### config.mk
export PLATFORM = sky130hd
export DESIGN_NAME = ws2812_frame_streamer
export DESIGN_NICKNAME = d
export VERILOG_FILES = /design/src/rtl/ws2812_frame_streamer.sv
export SDC_FILE = /design/constraint.sdc
export NUM_CORES = 1
export LEC_CHECK = 0
export ABC_AREA = 1
export CAP_MARGIN = 10
export CORE_ASPECT_RATIO = 1.1
export CORE_MARGIN = 1.5
export CORE_UTILIZATION = 49
export DETAILED_ROUTE_END_ITERATION = 6
export MAX_ROUTING_LAYER = met4
export PLACE_DENSITY = 0.77
export SYNTH_ARGS = -nofsm -noshare
export SYNTH_HDL_FRONTEND = slang
export SYNTH_SLANG_ARGS = --single-unit
### constraint.sdc
create_clock -name clk -period 4.45 [get_ports clk]
set_input_delay 0.89 -clock clk [delete_from_list [all_inputs] [get_ports clk]]
set_output_delay 0.89 -clock clk [all_outputs]
set_load 0.02 [all_outputs]
### src/rtl/ws2812_frame_streamer.sv
// WS2812 frame streamer: pulls NUM_PIXELS pixel words over a valid/ready handshake and
// serialises them MSB-first onto a single WS2812 line, followed by a TRESET-cycle latch gap.
//
// Ports:
//   clk        - single clock, rising edge
//   rst        - asynchronous active-low reset
//   start      - one-cycle frame request, only honoured in IDLE
//   pix_data   - pixel word (GRB or GRBW), MSB first on the line
//   pix_valid  - pix_data is valid
//   pix_ready  - block accepts a pixel word this cycle
//   pix_index  - index of the pixel currently being requested
//   busy       - high outside IDLE
//   frame_done - one-cycle pulse on the last cycle of the latch gap
//   underrun   - one-cycle pulse when a black pixel replaces a missing word
//   dout       - WS2812 serial line
module ws2812_frame_streamer #(
    parameter int unsigned NUM_PIXELS     = 64,
    parameter int unsigned BITS_PER_PIXEL = 24,
    parameter int unsigned T0H            = 17,
    parameter int unsigned T1H            = 35,
    parameter int unsigned TBIT           = 62,
    parameter int unsigned TRESET         = 15000,
    parameter bit          FREE_RUN       = 1'b0
) (
    input  logic                                                   clk,
    input  logic                                                   rst,
    input  logic                                                   start,
    input  logic [BITS_PER_PIXEL-1:0]                              pix_data,
    input  logic                                                   pix_valid,
    output logic                                                   pix_ready,
    output logic [((NUM_PIXELS > 1) ? $clog2(NUM_PIXELS) : 1)-1:0] pix_index,
    output logic                                                   busy,
    output logic                                                   frame_done,
    output logic                                                   underrun,
    output logic                                                   dout
);

    localparam int unsigned IdxW = (NUM_PIXELS > 1) ? $clog2(NUM_PIXELS) : 1;
    localparam int unsigned CycW = $clog2(TBIT);
    localparam int unsigned BitW = $clog2(BITS_PER_PIXEL);
    localparam int unsigned CntW = $clog2(NUM_PIXELS + 1);
    localparam int unsigned LatW = (TRESET > 1) ? $clog2(TRESET) : 1;

    localparam logic [CycW-1:0] CycLast = CycW'(TBIT - 1);
    localparam logic [CycW-1:0] T0hC    = CycW'(T0H);
    localparam logic [CycW-1:0] T1hC    = CycW'(T1H);
    localparam logic [BitW-1:0] BitLast = BitW'(BITS_PER_PIXEL - 1);
    localparam logic [CntW-1:0] PixLast = CntW'(NUM_PIXELS - 1);
    localparam logic [CntW-1:0] NumPix  = CntW'(NUM_PIXELS);
    localparam logic [LatW-1:0] LatLast = LatW'(TRESET - 1);

    typedef enum logic [1:0] {StIdle, StFirst, StSend, StLatch} state_e;

    state_e                    state_q, state_d;
    logic [BITS_PER_PIXEL-1:0] shreg_q, shreg_d;
    logic [BITS_PER_PIXEL-1:0] buf_q, buf_d;
    logic                      buf_full_q, buf_full_d;
    logic [CycW-1:0]           cyc_q, cyc_d;
    logic [BitW-1:0]           bit_q, bit_d;
    // snt: pixel currently on the line; req: pixel slots requested or skipped so far
    logic [CntW-1:0]           snt_q, snt_d;
    logic [CntW-1:0]           req_q, req_d;
    logic [LatW-1:0]           lat_q, lat_d;
    logic                      xfer;
    logic [CntW-1:0]           idx_sat;

    always_ff @(posedge clk or negedge rst) begin
        if (!rst) begin
            state_q    <= StIdle;
            shreg_q    <= '0;
            buf_q      <= '0;
            buf_full_q <= 1'b0;
            cyc_q      <= '0;
            bit_q      <= '0;
            snt_q      <= '0;
            req_q      <= '0;
            lat_q      <= '0;
        end else begin
            state_q    <= state_d;
            shreg_q    <= shreg_d;
            buf_q      <= buf_d;
            buf_full_q <= buf_full_d;
            cyc_q      <= cyc_d;
            bit_q      <= bit_d;
            snt_q      <= snt_d;
            req_q      <= req_d;
            lat_q      <= lat_d;
        end
    end

    // Once every slot is requested req_q reaches NUM_PIXELS; the index holds at the last pixel.
    assign idx_sat   = (req_q > PixLast) ? PixLast : req_q;
    assign pix_index = IdxW'(idx_sat);
    assign busy      = (state_q != StIdle);

    always_comb begin
        state_d    = state_q;
        shreg_d    = shreg_q;
        buf_d      = buf_q;
        buf_full_d = buf_full_q;
        cyc_d      = cyc_q;
        bit_d      = bit_q;
        snt_d      = snt_q;
        req_d      = req_q;
        lat_d      = lat_q;
        pix_ready  = 1'b0;
        xfer       = 1'b0;
        dout       = 1'b0;
        frame_done = 1'b0;
        underrun   = 1'b0;

        unique case (state_q)
            StIdle: begin
                if (start || FREE_RUN) begin
                    state_d = StFirst;
                    req_d   = '0;
                end
            end

            StFirst: begin
                pix_ready = 1'b1;
                xfer      = pix_valid;
                if (xfer) begin
                    shreg_d    = pix_data;
                    buf_full_d = 1'b0;
                    cyc_d      = '0;
                    bit_d      = '0;
                    snt_d      = '0;
                    req_d      = req_q + 1'b1;
                    state_d    = StSend;
                end
            end

            StSend: begin
                pix_ready = !buf_full_q && (req_q < NumPix);
                xfer      = pix_ready && pix_valid;
                dout      = cyc_q < (shreg_q[BITS_PER_PIXEL-1] ? T1hC : T0hC);
                if (xfer) begin
                    buf_d      = pix_data;
                    buf_full_d = 1'b1;
                    req_d      = req_q + 1'b1;
                end
                if (cyc_q == CycLast) begin
                    cyc_d = '0;
                    if (bit_q == BitLast) begin
                        bit_d = '0;
                        if (snt_q == PixLast) begin
                            shreg_d = '0;
                            lat_d   = '0;
                            state_d = StLatch;
                        end else begin
                            snt_d = snt_q + 1'b1;
                            if (buf_full_q) begin
                                shreg_d    = buf_q;
                                buf_full_d = 1'b0;
                            end else if (xfer) begin
                                // Word arriving exactly on the boundary goes straight to the line.
                                shreg_d    = pix_data;
                                buf_full_d = 1'b0;
                            end else begin
                                // Skip the missing slot so the next request is for the next pixel.
                                shreg_d  = '0;
                                underrun = 1'b1;
                                req_d    = req_q + 1'b1;
                            end
                        end
                    end else begin
                        bit_d   = bit_q + 1'b1;
                        shreg_d = shreg_q << 1;
                    end
                end else begin
                    cyc_d = cyc_q + 1'b1;
                end
            end

            StLatch: begin
                if (lat_q == LatLast) begin
                    frame_done = 1'b1;
                    lat_d      = '0;
                    if (FREE_RUN) begin
                        state_d = StFirst;
                        req_d   = '0;
                    end else begin
                        state_d = StIdle;
                    end
                end else begin
                    lat_d = lat_q + 1'b1;
                end
            end

            default: state_d = StIdle;
        endcase
    end

endmodule

==> run summary <==
Status - complete, no violations
Most frequent cells in the layout - nand2_1, dfrtp_1, inv_1
Mean post-synth cell area - 7.63 sq um
GRT Total Usage - 24.4%
Layout Skew - 7.07 ps
Cell Count, Final, Fillers Out - 856
Max_slew headroom - 31.0%
CP required - 3560 ps
Num rows - 39
Final setup viols - 0
Max stage delay cell, worst path - clkdlybuf4s50_1
Final worst slack - 690 ps
Later-pin clock latency in the skew report - 340 ps
Worst slew pin tran - 1030 ps
Die height - 111 um
Pwr Total - 3.42 mW
HP Class - reg -> reg
Vias in the first global route - 4710
Worst VDD drop - 283 uV
Placed Area - 5640 sq um
Finished Core Util - 57.3%
Fmax - 0.266 GHz
Initial core utilization - 50.2%
CP most frequent cell - clkdlybuf4s50_1
Core area - 10300 sq um
Crit path cell chain - clkdlybuf4s50_1, nand3_1, buf_4, nand2_1, nor4_1, clkdlybuf4s50_1
Hold slack - 488 ps
Dpl ws - 720 ps
Setup Fix Bufs, Post-CTS - 0
NumNets Final - 751
Fin Setup TNS - 0 ps
CTS resizes - 0
Gr ovfl total - 0
Initial detailed-routing violation count - 300
CTS max path bufs - 2
Crit Path Max Fanout - 11
Period utilization - 84.5%
Initial antenna violation count - 0
Synth cell types - 40
Leakage power - 2.67 nW
Largest net degree at the start of global routing - 71
Pwr dens - 577 nW/um^2
Worst Setup Start Kind - input pin
Area Growth Syn to Fin - 14.1%
Gate Count Post-Synth - 681
DR vias - 4684
Dominant synthesized flop cell - dfrtp_1
Die area - 11200 sq um
CTS root buf - clkbuf_16
Via density - 5.47
Max_cap viols - 0
YS warnings - 0
First-pass GRT wire length - 21500 um
Final hold vios - 0
Clock tree sinks - 90
Die W - 101 um
Synth area leaders - dfrtp_1, nand2_1, o21ai_0, inv_1, ha_1
Fin crit period - 3760 ps
Post-DP HPWL - 8480 um
Synthesis-stage register bit count - 90
# DRC - 0
Post-route ant nets - 0
Design area - 5930 sq um
Ports - 39
Worst Setup End Kind - output port
Routability congestion estimate - 0.910
Num CTS Buffers - 9
Diodes inserted - 0
Commonest non-fill, non-tap cell in the layout - nand2_1
Top-area cell type share of the netlist area - 43.4%
Input/output buffers - 38
H-tree level count - 3
CP Class - in -> out
Arrival time worst endpoint - 2870 ps
Register area share after synthesis - 43.4%
Worst-path clk slew - 60 ps
Area leader, netlist - dfrtp_1
Ratio of cells with drive above 1 in the final layout - 6.03%
Post-synth EDFFs - 0
Post-Syn Nets - 723
Initial DRT Pass Iterations - 5
RSZ-0062 raised after global routing - no
Hold_buf cts - 0
Ys async rst share - 100%
TritonCTS clock tree - yes
Routed len/inst - 14.3 um
Final Max Slew Viols - 0
CP max stage delay - 690 ps
Placed Instances - 841
WL final - 12200 um
Synth Cell Area - 5190 sq um
[power by group]
part	internal, mW	switching, mW
combinational	0.469	0.956
sequential	1.08	0.161
clock	0.434	0.314
[kinds of logic (layout without fill, tap and decap cells)]
| logic type | Yosys count | count (layout) | synth area share (%) |
|---|---|---|---|
| adder cells (fa/ha/maj) | 14 | 14 | 3.37 |
| flip-flops | 90 | 90 | 43.4 |
| multiplexers | 1 | 1 | 0.193 |
| AND/OR/NAND/NOR | 288 | 288 | 24.9 |
| XOR/XNOR | 10 | 10 | 1.69 |
| AO/OA/AOI/OAI | 162 | 162 | 17.1 |
| buffers and inverters | 116 | 148 | 9.35 |
[area by class of cell]
type,instances,area (sq um)
fill,979,4420
multi-input combinational,475,2460
sequential,90,2250
timing repair buffer,42,408
inverter,91,344
clock buffer,11,233
tap,143,179
clock inverter,4,53.8
[critical path: cells and delay by family]
| family | cells | cell delay (ps) |
|---|---|---|
| AND/OR/NAND/NOR | 3 | 640 |
| buffers and inverters | 3 | 1330 |
[per-layer routing]
metal	vias to the layer above	routed length, um	global-route usage [%]
met3	30	434	3.09
met1	2235	5380	30.1
met4	0	295	10.5
met2	118	6120	40.1
li1	2301	-	-
met5	-	0	-
[Yosys cell counts (all sizes together) (5+ instances only)]
| library cell | number |
|---|---|
| nand2 | 171 |
| o21ai | 99 |
| dfrtp | 90 |
| inv | 90 |
| nor2 | 50 |
| nand3 | 35 |
| a21oi | 29 |
| nand4 | 18 |
| buf | 14 |
| ha | 14 |
| a31oi | 11 |
| clkbuf | 11 |
| nor3 | 11 |
| a22oi | 10 |
| xor2 | 9 |
| o22ai | 5 |
[sequential cells by signal, indices dropped and copies added (netlist names)]
name	count
cyc_q	6
buf_q	24
lat_q	14
req_q	7
buf_full_q	1
snt_q	7
bit_q	5
shreg_q	24
state_q	2
[final timing paths]
check / from / end / slack [ps] / depth (start not counted)
setup / recovery: pix_valid / underrun / 690 / 6
hold / removal: shreg_q[20] / shreg_q[20] / 490 / 2
setup reg to reg: state_q[0] / req_q[3] / 1710 / 9
hold reg to reg: shreg_q[20] / shreg_q[20] / 490 / 2
max in group asynchronous: rst / lat_q[11] / 2960 / 2
min in group asynchronous: rst / buf_q[12] / 660 / 1
Note: power is estimated with default switching activity, not from simulation.
